### config.mk
export PLATFORM = sky130hd
export DESIGN_NAME = sync_stim_gen
export DESIGN_NICKNAME = d
export VERILOG_FILES = /design/src/rtl/sync_stim_gen_pkg.sv /design/src/rtl/sync_stim_gen_pattern.sv /design/src/rtl/sync_stim_gen.sv
export SDC_FILE = /design/constraint.sdc
export NUM_CORES = 1
export LEC_CHECK = 0
export ABC_AREA = 0
export CELL_PAD_IN_SITES_DETAIL_PLACEMENT = 1
export CELL_PAD_IN_SITES_GLOBAL_PLACEMENT = 2
export CORE_MARGIN = 2
export CORE_UTILIZATION = 28
export CTS_CLUSTER_SIZE = 16
export DETAILED_ROUTE_END_ITERATION = 7
export PLACE_DENSITY_LB_ADDON = 0.05
export SLEW_MARGIN = 20
export SYNTH_ARGS = -nofsm -noshare
export SYNTH_HDL_FRONTEND = slang
export SYNTH_SLANG_ARGS = --single-unit
### constraint.sdc
create_clock -name clk -period 2.15 [get_ports clk]
set_input_delay 0.43 -clock clk [delete_from_list [all_inputs] [get_ports clk]]
set_output_delay 0.43 -clock clk [all_outputs]
set_load 0.01 [all_outputs]
### src/rtl/sync_stim_gen_pkg.sv
// Shared definitions for the synchronizer stimulus generator and its receive-side checker.
// Holds the pattern mode encodings, FSM states and the default LFSR feedback mask.
package sync_stim_gen_pkg;

    localparam logic [1:0] MODE_INC   = 2'b00;
    localparam logic [1:0] MODE_LFSR  = 2'b01;
    localparam logic [1:0] MODE_WALK  = 2'b10;
    localparam logic [1:0] MODE_CONST = 2'b11;

    localparam logic [7:0] DEFAULT_LFSR_TAPS = 8'hB8;

    typedef enum logic [1:0] {
        ST_IDLE = 2'b00,
        ST_EMIT = 2'b01,
        ST_GAP  = 2'b10,
        ST_FIN  = 2'b11
    } state_t;

endpackage

### src/rtl/sync_stim_gen_pattern.sv
// Combinational next-word function (mode, d) -> d'.
// Kept standalone so the receive-side checker can predict the same sequence.
module sync_stim_pattern
    import sync_stim_gen_pkg::*;
#(
    parameter int             N         = 8,
    parameter logic [N-1:0]   LFSR_TAPS = N'(DEFAULT_LFSR_TAPS)
) (
    input  logic [1:0]   mode,
    input  logic [N-1:0] d,
    output logic [N-1:0] d_next
);

    always_comb begin
        d_next = d;
        case (mode)
            MODE_INC:   d_next = d + N'(1);
            MODE_LFSR:  d_next = d[0] ? ((d >> 1) ^ LFSR_TAPS) : (d >> 1);
            MODE_WALK:  d_next = {d[N-2:0], d[N-1]};
            MODE_CONST: d_next = d;
            default:    d_next = d;
        endcase
    end

endmodule

### src/rtl/sync_stim_gen.sv
// Source-domain stimulus generator: emits programmable word sequences with strobe/pulse
// for the 2FF, pulse and toggle synchronizer test structures.
module sync_stim_gen
    import sync_stim_gen_pkg::*;
#(
    parameter int           N         = 8,
    parameter logic [N-1:0] LFSR_TAPS = N'(DEFAULT_LFSR_TAPS)
) (
    input  logic         clk,
    input  logic         rst_n,
    input  logic         ena,
    input  logic         start,
    input  logic         stop,
    input  logic [1:0]   mode,
    input  logic [N-1:0] seed,
    input  logic [7:0]   gap,
    input  logic [7:0]   burst_len,
    output logic [N-1:0] data_out,
    output logic         stb_out,
    output logic         pulse_out,
    output logic         busy,
    output logic         done,
    output logic [7:0]   word_cnt
);

    state_t       state_q, state_d;
    logic [N-1:0] data_q, data_d;
    logic         stb_q, stb_d;
    logic         pulse_q, pulse_d;
    logic         busy_q, busy_d;
    logic         done_q, done_d;
    logic [7:0]   word_cnt_q, word_cnt_d;
    logic [7:0]   gap_cnt_q, gap_cnt_d;
    logic [1:0]   mode_q, mode_d;
    logic [7:0]   gap_q, gap_d;
    logic [7:0]   burst_q, burst_d;

    logic [N-1:0] data_next;
    logic [7:0]   word_cnt_inc;

    sync_stim_pattern #(
        .N         (N),
        .LFSR_TAPS (LFSR_TAPS)
    ) u_pattern (
        .mode   (mode_q),
        .d      (data_q),
        .d_next (data_next)
    );

    assign word_cnt_inc = word_cnt_q + 8'd1;

    // Strobe/pulse/done default low; ena=0 freezes everything else, then stop beats start and completion.
    always_comb begin
        state_d    = state_q;
        data_d     = data_q;
        stb_d      = 1'b0;
        done_d     = 1'b0;
        busy_d     = busy_q;
        word_cnt_d = word_cnt_q;
        gap_cnt_d  = gap_cnt_q;
        mode_d     = mode_q;
        gap_d      = gap_q;
        burst_d    = burst_q;

        if (!ena) begin
            stb_d = 1'b0;
        end else if (stop) begin
            state_d   = ST_IDLE;
            busy_d    = 1'b0;
            gap_cnt_d = 8'd0;
        end else begin
            case (state_q)
                ST_IDLE: begin
                    if (start) begin
                        mode_d     = mode;
                        gap_d      = gap;
                        burst_d    = burst_len;
                        data_d     = (mode == MODE_LFSR && seed == '0) ? N'(1) : seed;
                        word_cnt_d = 8'd0;
                        gap_cnt_d  = 8'd0;
                        state_d    = ST_EMIT;
                        stb_d      = 1'b1;
                        busy_d     = 1'b1;
                    end
                end
                ST_EMIT: begin
                    word_cnt_d = word_cnt_inc;
                    if (burst_q != 8'd0 && word_cnt_inc == burst_q) begin
                        state_d = ST_FIN;
                        done_d  = 1'b1;
                    end else if (gap_q == 8'd0) begin
                        data_d = data_next;
                        stb_d  = 1'b1;
                    end else begin
                        state_d   = ST_GAP;
                        gap_cnt_d = gap_q;
                    end
                end
                ST_GAP: begin
                    if (gap_cnt_q == 8'd1) begin
                        data_d    = data_next;
                        state_d   = ST_EMIT;
                        stb_d     = 1'b1;
                        gap_cnt_d = 8'd0;
                    end else begin
                        gap_cnt_d = gap_cnt_q - 8'd1;
                    end
                end
                ST_FIN: begin
                    state_d = ST_IDLE;
                    busy_d  = 1'b0;
                end
                default: begin
                    state_d = ST_IDLE;
                    busy_d  = 1'b0;
                end
            endcase
        end

        pulse_d = stb_d;
    end

    always_ff @(posedge clk) begin
        if (!rst_n) begin
            state_q    <= ST_IDLE;
            data_q     <= '0;
            stb_q      <= 1'b0;
            pulse_q    <= 1'b0;
            busy_q     <= 1'b0;
            done_q     <= 1'b0;
            word_cnt_q <= 8'd0;
            gap_cnt_q  <= 8'd0;
            mode_q     <= MODE_INC;
            gap_q      <= 8'd0;
            burst_q    <= 8'd0;
        end else begin
            state_q    <= state_d;
            data_q     <= data_d;
            stb_q      <= stb_d;
            pulse_q    <= pulse_d;
            busy_q     <= busy_d;
            done_q     <= done_d;
            word_cnt_q <= word_cnt_d;
            gap_cnt_q  <= gap_cnt_d;
            mode_q     <= mode_d;
            gap_q      <= gap_d;
            burst_q    <= burst_d;
        end
    end

    assign data_out  = data_q;
    assign stb_out   = stb_q;
    assign pulse_out = pulse_q;
    assign busy      = busy_q;
    assign done      = done_q;
    assign word_cnt  = word_cnt_q;

endmodule

* Word-level counts from Yosys, hierarchy flattened
Cells that the tools add are included.
Cells by class: multiplexer cells 30, reduce and logical (&&, ||, !) cells 19, eq/ne operators 18, bitwise operators 5, $add $sub $neg 3
Operator list (number):
- 2-to-1 mux 8 bit | 11
- one-hot mux 8 bit (3 select lines) | 2
- one-hot mux 8 bit (4 select lines) | 1
- adder 8 x 1 -> 8 bit, second input constant | 2
- zero test 8 bit | 2
- one-hot mux 8 bit (2 select lines) | 1
- inequality test 3 bit, second input constant | 4
- AND reduction 4 bit | 3
- 2-to-1 mux 2 bit | 5
- equality test 2 bit, second input constant | 4
- equality test 8 x 1 -> 1 bit, second input constant | 1
- equality test 8 bit | 1
- inequality test 2 bit, second input constant | 4
- one-hot mux 2 bit (4 select lines) | 1
- nonzero test 8 bit | 1
- subtractor 8 x 1 -> 8 bit, second input constant | 1
- 2-to-1 mux 1 bit | 7
- AND reduction 7 bit | 1
- equality test 2 x 1 -> 1 bit, second input constant | 3
- nonzero test 3 bit | 2
- AND reduction 5 bit | 1
- zero test 2 bit | 2
- inequality test 4 bit, second input constant | 1
- NOT 1 bit | 4
- 9 further kinds | 10
Word-level totals: flip-flop bits (word level) 47, logic and storage cells 85

* Logic depth before layout (Yosys ltp)
Gate-level depths: netlist (run 1).
depth after elaboration 6, gate-level depth with buffers 9, mapped depth without buffers 8

* Hierarchy
Synthesis (run 1) repeated with hierarchy kept, for this count alone.
Second synthesis, totals: cells, all modules 383, area total of the unflattened synthesis 3000.4 um2
By module, submodules not included:
- sync_stim_gen | cells an instance 323, area an instance 2585.0 um2, times used 1
- sync_stim_pattern | cells an instance 60, area an instance 415.4 um2, times used 1

* Worst setup path after synthesis (run 1)
Ideal clock, no wire load.
path type reg-to-reg, from register word_cnt_q[0] (netlist: word_cnt[0]), to register data_q[0] (netlist: data_out[0]), path slack -175 ps, library setup time 73 ps, cell stages (with the launch flop) 8, data arrival time 2252 ps, clock period less this slack 2325 ps, data required time 2077 ps, path buffers 0, cells stage by stage dfxtp_1 -> ha_1 -> nand3_4 -> or3_1 -> a211oi_2 -> a31oi_2 -> o2111ai_4 -> mux2i_1
On the way: word-level cells in the longest chain between the ends 5
RTL lines:
- start: declaration | RTL line sync_stim_gen.sv:32 | logic [7:0] word_cnt_q, word_cnt_d;
- start signal: assignment | RTL line sync_stim_gen.sv:143 | word_cnt_q <= word_cnt_d;
- adder 8 x 1 -> 8 bit | RTL line sync_stim_gen.sv:50 | assign word_cnt_inc = word_cnt_q + 8'd1;
- equality test 8 bit | RTL line sync_stim_gen.sv:88 | if (burst_q != 8'd0 && word_cnt_inc == burst_q) begin
- logical AND 1 bit | RTL line sync_stim_gen.sv:88
- inequality test 2 bit (no line)
- AND reduction 7 bit (no line)
- end signal: assignment | RTL line sync_stim_gen.sv:138 | data_q <= data_d;
- end: declaration | RTL line sync_stim_gen.sv:27 | logic [N-1:0] data_q, data_d;
No other way between the ends. A chain may end at the register's enable or synchronous reset.

* Worst setup path after layout (run 1)
from register word_cnt_q[1] (netlist: word_cnt[1]), to register pulse_q (netlist: pulse_out)
On the way: word-level cells in the longest chain between the ends 5
RTL lines:
- adder 8 x 1 -> 8 bit | RTL line sync_stim_gen.sv:50
- equality test 8 bit | RTL line sync_stim_gen.sv:88
- logical AND 1 bit | RTL line sync_stim_gen.sv:88
- 2-to-1 mux 1 bit | RTL line sync_stim_gen.sv:88
- one-hot mux 1 bit (3 select lines) | RTL line sync_stim_gen.sv:72 | case (state_q)
- end signal: assignment | RTL line sync_stim_gen.sv:140 | pulse_q <= pulse_d;
- end: declaration | RTL line sync_stim_gen.sv:29 | logic pulse_q, pulse_d;
No other way between the ends.

==> results of run 1 <==
-- worst max-delay path: stages (launching register included) --
cell,delay (ns)
dfxtp_2,0.37
ha_4,0.16
nand3_4,0.07
or3_4,0.41
a211oi_4,0.32
a31oi_4,0.16
a222oi_1,0.43
nor4_1,0.13
-- logic make-up (layout without fill, tap and decap cells) --
logic type               after synthesis  in the layout  synth area share
AND/OR/NAND/NOR                      160            161             0.261
AO/OA/AOI/OAI                        107            107             0.255
flip-flops                            47             47             0.303
buffers and inverters                 38            124            0.0516
XOR/XNOR                              16             16            0.0452
multiplexers                          12             12            0.0395
adder cells (fa/ha/maj)               11             11            0.0444
-- stage by stage --
| step | hold WS [ns] | cell area [µm²] |
|---|---|---|
| after detailed placement | 0.471 | 4090 |
| after CTS | 0.484 | 4210 |
| final | 0.468 | 4300 |
| after global routing | 0.518 | 4300 |
| after global placement | 0.440 | 4090 |
| after floorplan | 0.456 | 3120 |
-- placed cells by master, fill, tap and decap left out, drive strengths merged, types with 5 or more instances in the layout --
cell / Yosys / layout
mux2i: 10 / 10
inv: 12 / 12
clkbuf: 18 / 6
a21oi: 14 / 14
nand2b: 8 / 8
nor2: 12 / 12
xnor2: 7 / 7
nor4: 9 / 9
ha: 11 / 11
nand3: 11 / 11
a221oi: 6 / 6
clkdlybuf4s50: 0 / 50
xor2: 9 / 9
dfxtp: 47 / 47
nand2: 73 / 73
nor3b: 5 / 5
or3: 9 / 9
nor2b: 14 / 14
a21boi: 26 / 26
nor3: 7 / 7
o21ai: 26 / 26
buf: 7 / 53
-- state kept, by name (all words and copies together) (netlist names) --
register,cells
done,1
pulse_out,1
word_cnt,8
gap_q,8
burst_q,8
state_q,2
busy,1
gap_cnt_q,8
mode_q,2
data_out,8
-- where the power goes --
part / switching [mW] / leakage (nW) / total [mW] / internal, mW
clock network: 0.313 / 0.0612 / 0.691 / 0.377
logic: 0.228 / 1.14 / 0.454 / 0.226
registers: 0.0338 / 0.385 / 0.929 / 0.895
total: 0.575 / 1.58 / 2.07 / 1.50
-- area by class of cell --
cell class | instances | area [µm²] | share of cell area
clock buffer | 6 | 82.6 | 0.0192
sequential | 47 | 953 | 0.222
clock inverter | 2 | 35.0 | 0.00814
timing repair buffer | 103 | 923 | 0.215
inverter | 13 | 50.0 | 0.0116
multi-input combinational | 307 | 2080 | 0.484
tap | 140 | 175 | 0.0407
-- per-layer routing --
layer | wire [µm] | track usage | vias up
li1 | - | - | 1571
met1 | 5060 | 0.247 | 1529
met2 | 4850 | 0.302 | 38
met3 | 239 | 0.0173 | 5
met4 | 64 | 0.0307 | 0
met5 | 0 | 0 | -
-- how the worst max path moves through the flow --
stage	end	startpoint	slack (ns)
2_1_floorplan	data_out[0]	word_cnt[1]	0.03
3_3_place_gp	gap_cnt_q[4]	stop	-0.04
3_5_place_dp	gap_cnt_q[7]	word_cnt[0]	-0.09
4_1_cts	data_out[2]	word_cnt[1]	-0.01
5_1_grt	gap_cnt_q[0]	word_cnt[1]	-0.1
6_report	pulse_out	word_cnt[1]	-0.02
-- what timing repair did --
item	in CTS	in global routing
hold endpoints to repair	0	0
resized for setup	2	17
endpoints found under the setup margin	16	17
cloned	0	1
pin swaps	5	7
buffers inserted	0	2
==> impl_metrics.tcl, run 1 <==
set metrics [dict create \
    outcome "finished, violations left" \
    violations "negative setup slack" \
    die_w_um 109 \
    skew_ns 0.00624 \
    dieArea_um2 11900 \
    hold_viol_final 0 \
    dpl.hpwl_mm 7.58 \
    antenna_left 0 \
    antenna_found_initial 0 \
    remaining_drc_errors 0 \
    synth_seq_area_share 0.303 \
    fillCellCount 1316 \
    port_buffers 50 \
    yosys.area.top_type "dfxtp_1" \
    reg2reg_depth 7 \
    first_pass_iters 4 \
    routed_wl_mm 10.2 \
    initial_utilization 0.286 \
    min_from "busy" \
    synth_nets 433 \
    gp_congestion 0.825 \
    place_ws_ns -0.0938 \
    n_antenna_cell 0 \
    grt_max_degree 48 \
    crit_arrival_ns 2.34 \
    fin_cells 618 \
    yosys-top-cells-area "dfxtp_1, nand2_1, a21boi_0" \
    cts_root_buf "clkbuf_8" \
    synth-edff-count 0 \
    clockBufferDepth 2 \
    timing.rr.start "word_cnt[1]" \
    max_slew_margin 0.641 \
    crit_path_end_kind "flip-flop" \
    hold_class "flip-flop to flip-flop" \
    clk_latency_ns 0.30 \
    vias_per_cell 5.09 \
    worst-setup-path-type "flip-flop to flip-flop" \
    cts_made_buffers 5 \
    worst_hold_path.num_cells 2 \
    core_um2 10800 \
    ys_top_cells_by_count "nand2_1, dfxtp_1, o21ai_0" \
    synth-seq-cells 47 \
    postCtsHoldBufs 0 \
    grt_overflow_total 0 \
    via_count 3143 \
    leakage_nw 1.58 \
    numClockSinks 47 \
    min_to "busy" \
    routedWlPerCell_um 16.5 \
    drt_iter0_drc 131 \
    grt_pass1_wl_mm 16.8 \
    syn-cell-area_um2 3100 \
    avgSynthCellArea_um2 7.93 \
    ys_async_sr_fraction 0 \
    synth_ff_type "dfxtp_1" \
    finalPower_mw 2.07 \
    start_kind "flip-flop" \
    synth_top_area_frac 0.303 \
    powerDensity_nw_per_um2 482 \
    layout-drive-gt1-share 0.192 \
    rows 38 \
    rrSetupSlack_ns -0.02 \
    rsz0062_at_grt "true" \
    setup_viol 2 \
    drv_slew 0 \
    yosysMostFrequentCell "nand2_1" \
    htreeDepth 2 \
    period_needed_ns 2.17 \
    ios 51 \
    cp_data_required_time_ns 2.32 \
    dp_cells 607 \
    grt_pass1_vias 3270 \
    cp_max_fo 4 \
    nets 519 \
    clock.fmax_mhz 460 \
    synthDistinctLibCells 58 \
    synthCells 391 \
    tns_ns -0.0239 \
    die_h_um 109 \
    tightest_slew_ns 0.539 \
    grtUsageTotal 0.178 \
    timing.final.crit_share 1.01 \
    post-route-util 0.397 \
    max-cap-violations 0 \
    peakVddDrop_v 0.000251 \
    syn_to_final_growth_pct 38.7 \
    ys_warn_count 0 \
    cts_tree "built" \
    fin_ws_ns -0.0220 \
    clkTransAtPathRegs_ns 0.09 \
    r2r_end "pulse_out" \
]
(Power assumes the default switching activity.)
==> inputs of run 2 (changes only) <==
- CORE_UTILIZATION: 28 -> 31
- CTS_CLUSTER_DIAMETER: unset -> 80
- clock period: 2.15 -> 2.27 ns (I/O delays scaled with it)
==> run 2 against run 1 <==
Effect of this change: first-iteration DRC count down 22%; wire length is 6.2% lower; largest cell class unchanged; die area shrank 9.3%; combinational power shrank 11%; largest power group unchanged; hold slack worse by 0.018 ns; count of clock-buffer cells in the layout stayed put; clock skew about the same; the run now ends clean; highest routed layer unchanged.
==> impl_metrics.tcl, run 2 (synthesis gave the netlist of run 1 again) <==
set metrics [dict create \
    dpl.hpwl_mm 6.99 \
    n_antenna_cell 0 \
    grt_max_degree 56 \
    die_h_um 104 \
    die_w_um 104 \
    gp_congestion 0.801 \
    grt_pass1_wl_mm 15.7 \
    htreeDepth 2 \
    core_um2 9730 \
    clockBufferDepth 2 \
    peakVddDrop_v 0.000241 \
    powerDensity_nw_per_um2 437 \
    worst-setup-path-type "flip-flop to flip-flop" \
    crit_start "word_cnt[0]" \
    routed_wl_mm 9.58 \
    remaining_drc_errors 0 \
    start_kind "flip-flop" \
    dpl_cell_area_um2 3920 \
    routedWlPerCell_um 16.1 \
    final_area_um2 4140 \
    port_buffers 50 \
    setup_viol 0 \
    nets 502 \
    numClockSinks 47 \
    syn_to_final_growth_pct 33.6 \
    grt_pass1_vias 3036 \
    drt_iter0_drc 102 \
    cp_max_fo 8 \
    first_pass_iters 4 \
    antenna_found_initial 0 \
    leakage_nw 1.47 \
    cts_tree "built" \
    period_needed_ns 2.18 \
    fin_cells 594 \
    fillCellCount 1188 \
    antenna_left 0 \
    grtUsageTotal 0.176 \
    grt_overflow_total 0 \
    crit_path_end_kind "flip-flop" \
    initial_utilization 0.319 \
    timing.final.crit_share 0.962 \
    max_slew_margin 0.638 \
    tns_ns 0 \
    rows 36 \
    layout_common_cells "nand2_1, clkdlybuf4s50_1, dfxtp_1, buf_4, o21ai_0" \
    min_from "busy" \
    ios 51 \
    final_common_cell "nand2_1" \
    layout-drive-gt1-share 0.148 \
    hold_class "flip-flop to flip-flop" \
    drv_slew 0 \
    via_count 3087 \
    crit_arrival_ns 2.42 \
    tightest_slew_ns 0.542 \
    skew_ns 0.00586 \
    cp_data_required_time_ns 2.50 \
    dieArea_um2 10800 \
    max-cap-violations 0 \
    clk_latency_ns 0.30 \
    timing.rr.start "word_cnt[0]" \
    cts_root_buf "clkbuf_8" \
    clock.fmax_mhz 458 \
    hold_viol_final 0 \
    dp_cells 579 \
    vias_per_cell 5.20 \
    outcome "finished clean" \
    cts_made_buffers 5 \
    clkTransAtPathRegs_ns 0.09 \
]
==> run 2: changes by cell type in the layout (fill, tap and decap cells not counted), moves of 2 or more <==
cell	previous run	this run
buf_4	51	31
buf_6	0	3
dfxtp_1	41	43
dfxtp_2	4	2
nor2b_1	12	14
nor2b_2	2	0
o21ai_1	0	2
==> run 2: final cells by class <==
cell class / instances / area (µm²) / share of cell area
sequential: 47 / 951 / 0.229
tap: 133 / 166 / 0.0402
multi-input combinational: 306 / 2070 / 0.498
inverter: 13 / 48.8 / 0.0118
timing repair buffer: 87 / 827 / 0.200
clock inverter: 2 / 12.5 / 0.00302
clock buffer: 6 / 72.6 / 0.0175
==> run 2: layer usage <==
layer / up-vias / GRT usage / part of all wire
li1: 1530 / - / -
met1: 1503 / 0.251 / 0.50
met4: 0 / 0.0386 / 0.0093
met2: 47 / 0.279 / 0.46
met3: 7 / 0.0294 / 0.029
met5: - / 0 / 0
==> run 2: timing repair <==
item | in CTS | in global routing
gates cloned | 0 | 0
setup endpoints to repair | 9 | 16
setup buffers | 0 | 7
pin swaps | 3 | 8
gates resized for setup | 4 | 17
hold buffers | 0 | 0
==> run 2: final timing paths <==
path,endpoint,slack (ns),depth (start not counted)
min reg2reg,busy,0.45,2
min,busy,0.45,2
max reg2reg,data_out[6],0.09,9
max,data_out[6],0.09,9
==> run 2: through the flow <==
step | hold slack [ns] | worst slack (ns) | power (mW) | utilization
after floorplan | 0.456 | 0.0113 | 1.11 | -
after global placement | 0.434 | -0.0267 | 1.29 | 0.403
after detailed placement | 0.438 | -0.0515 | 1.30 | 0.403
after CTS | 0.452 | 0.0257 | 1.83 | 0.414
after global routing | 0.471 | -0.0289 | 1.92 | 0.426
final | 0.450 | 0.0870 | 1.81 | 0.426
==> run 2: power breakdown <==
| part | leakage (nW) | switching, mW | internal (mW) |
|---|---|---|---|
| registers | 0.384 | 0.0341 | 0.848 |
| clock network | 0.0412 | 0.308 | 0.216 |
| logic | 1.05 | 0.204 | 0.199 |
==> run 2: worst max-delay path: stages (launching register included) <==
cell       delay, ns
dfxtp_4         0.37
buf_6           0.12
buf_6           0.11
xnor2_2         0.12
a211o_1         0.32
a211oi_4        0.30
a31oi_4         0.16
o2111ai_4       0.24
buf_12          0.17
mux2i_1         0.20
==> inputs of run 3 (changes only) <==
- CORE_MARGIN: 2 -> unset
==> run 3 against run 2 <==
Effect of this change: sequential share of layout area about the same; die area is 3.8% lower; wire length down 1.1%; largest cell class unchanged.
==> impl_metrics.tcl, run 3 (synthesis gave the netlist of run 1 again) <==
set metrics [dict create \
    cts_tree "built" \
    drt_iter0_drc 70 \
    grt_pass1_wl_mm 16.1 \
    numClockSinks 47 \
    routed_wl_mm 9.48 \
    fillCellCount 1190 \
    die_h_um 102 \
    outcome "finished clean" \
    n_antenna_cell 0 \
    layout_common_cells "nand2_1, clkdlybuf4s50_1, dfxtp_1, buf_4, o21ai_0" \
    die_w_um 102 \
    grt_pass1_vias 3216 \
    cts_made_buffers 5 \
    first_pass_iters 4 \
    nets 498 \
    initial_utilization 0.319 \
    timing.final.crit_share 0.948 \
    port_buffers 50 \
    dieArea_um2 10400 \
    max_slew_margin 0.638 \
    final_area_um2 4130 \
    cts_root_buf "clkbuf_8" \
    routedWlPerCell_um 16.1 \
    period_needed_ns 2.15 \
    tightest_slew_ns 0.538 \
    crit_path_end_kind "flip-flop" \
    tns_ns 0 \
    cp_data_required_time_ns 2.46 \
    core_um2 9730 \
    dpl.hpwl_mm 6.95 \
    setup_viol 0 \
    worst-setup-path-type "flip-flop to flip-flop" \
    hold_class "flip-flop to flip-flop" \
    htreeDepth 2 \
    grt_max_degree 56 \
    syn_to_final_growth_pct 33.3 \
    hold_viol_final 0 \
    antenna_found_initial 0 \
    leakage_nw 1.47 \
    clkTransAtPathRegs_ns 0.10 \
    via_count 3064 \
    rows 36 \
    finalPower_mw 1.96 \
    ios 51 \
    powerDensity_nw_per_um2 475 \
    clockBufferDepth 2 \
    max-cap-violations 0 \
    clock.fmax_mhz 465 \
    start_kind "flip-flop" \
    antenna_left 0 \
    final_common_cell "nand2_1" \
    dpl_cell_area_um2 3920 \
    skew_ns 0.00738 \
    drv_slew 0 \
    rsz0062_at_grt "true" \
    postCtsHoldBufs 0 \
    grtUsageTotal 0.195 \
    layout-drive-gt1-share 0.138 \
    clk_latency_ns 0.31 \
    remaining_drc_errors 0 \
    peakVddDrop_v 0.000197 \
    cp_max_fo 6 \
    crit_arrival_ns 2.34 \
    grt_overflow_total 0 \
    gp_congestion 0.781 \
    vias_per_cell 5.19 \
]
## run 3: changes by cell type in the layout (fill, tap and decap cells not counted), sizes merged
cell      change
buf           -4
bufinv        +1
clkinvlp      -1
## run 3: worst max-delay path, cell delays in order, from the launching register on
cell and delay [ns]:
dfxtp_4 0.38, buf_6 0.13, and4_4 0.22, nand4_1 0.16, o311ai_4 0.44, a31oi_4 0.16, buf_6 0.15, a222oi_1 0.31
nor4_1 0.09
## run 3: layout make-up
type,instances,area (µm²),share of cell area
clock inverters,2,35.0,0.00847
clock buffers,6,82.6,0.0200
flip-flops and latches,47,948,0.229
inverters,13,48.8,0.0118
well taps,133,166,0.0403
multi-input cells,306,2060,0.497
repair buffers,83,797,0.193
## run 3: timing repair
item / in CTS / in global routing
pin swaps: 1 / 10
buffers inserted: 1 / 3
endpoints found under the hold margin: 0 / 0
endpoints found under the setup margin: 16 / 17
gates resized for setup: 1 / 17
## run 3: worst paths after layout
kind,from,end,slack (ns),cells past startpoint
min reg2reg,busy,busy,0.45,2
min,busy,busy,0.45,2
max,word_cnt[0],pulse_out,0.12,8
max reg2reg,word_cnt[0],pulse_out,0.12,8
## run 3: through the flow
stage          worst slack, ns   util  hold WS, ns  std cells
6_report                 0.118  0.425        0.449        590
5_1_grt                -0.0174  0.425        0.479        590
4_1_cts               0.000594  0.416        0.454        587
3_5_place_dp           -0.0627  0.403        0.438        578
3_3_place_gp           0.00785  0.403        0.433        578
2_1_floorplan           0.0113      -        0.456        391
## run 3: layer usage
layer | share of wire | GRT usage | vias up
met5 | 0 | 0 | -
met4 | 0.012 | 0.0440 | 0
met3 | 0.025 | 0.0267 | 9
met2 | 0.46 | 0.324 | 50
met1 | 0.50 | 0.268 | 1479
li1 | - | - | 1526
## run 3: where the power goes
group | switching, mW | total, mW | leakage, nW | internal [mW]
logic | 0.207 | 0.414 | 1.02 | 0.207
clock network | 0.309 | 0.666 | 0.0612 | 0.357
registers | 0.0358 | 0.885 | 0.383 | 0.849
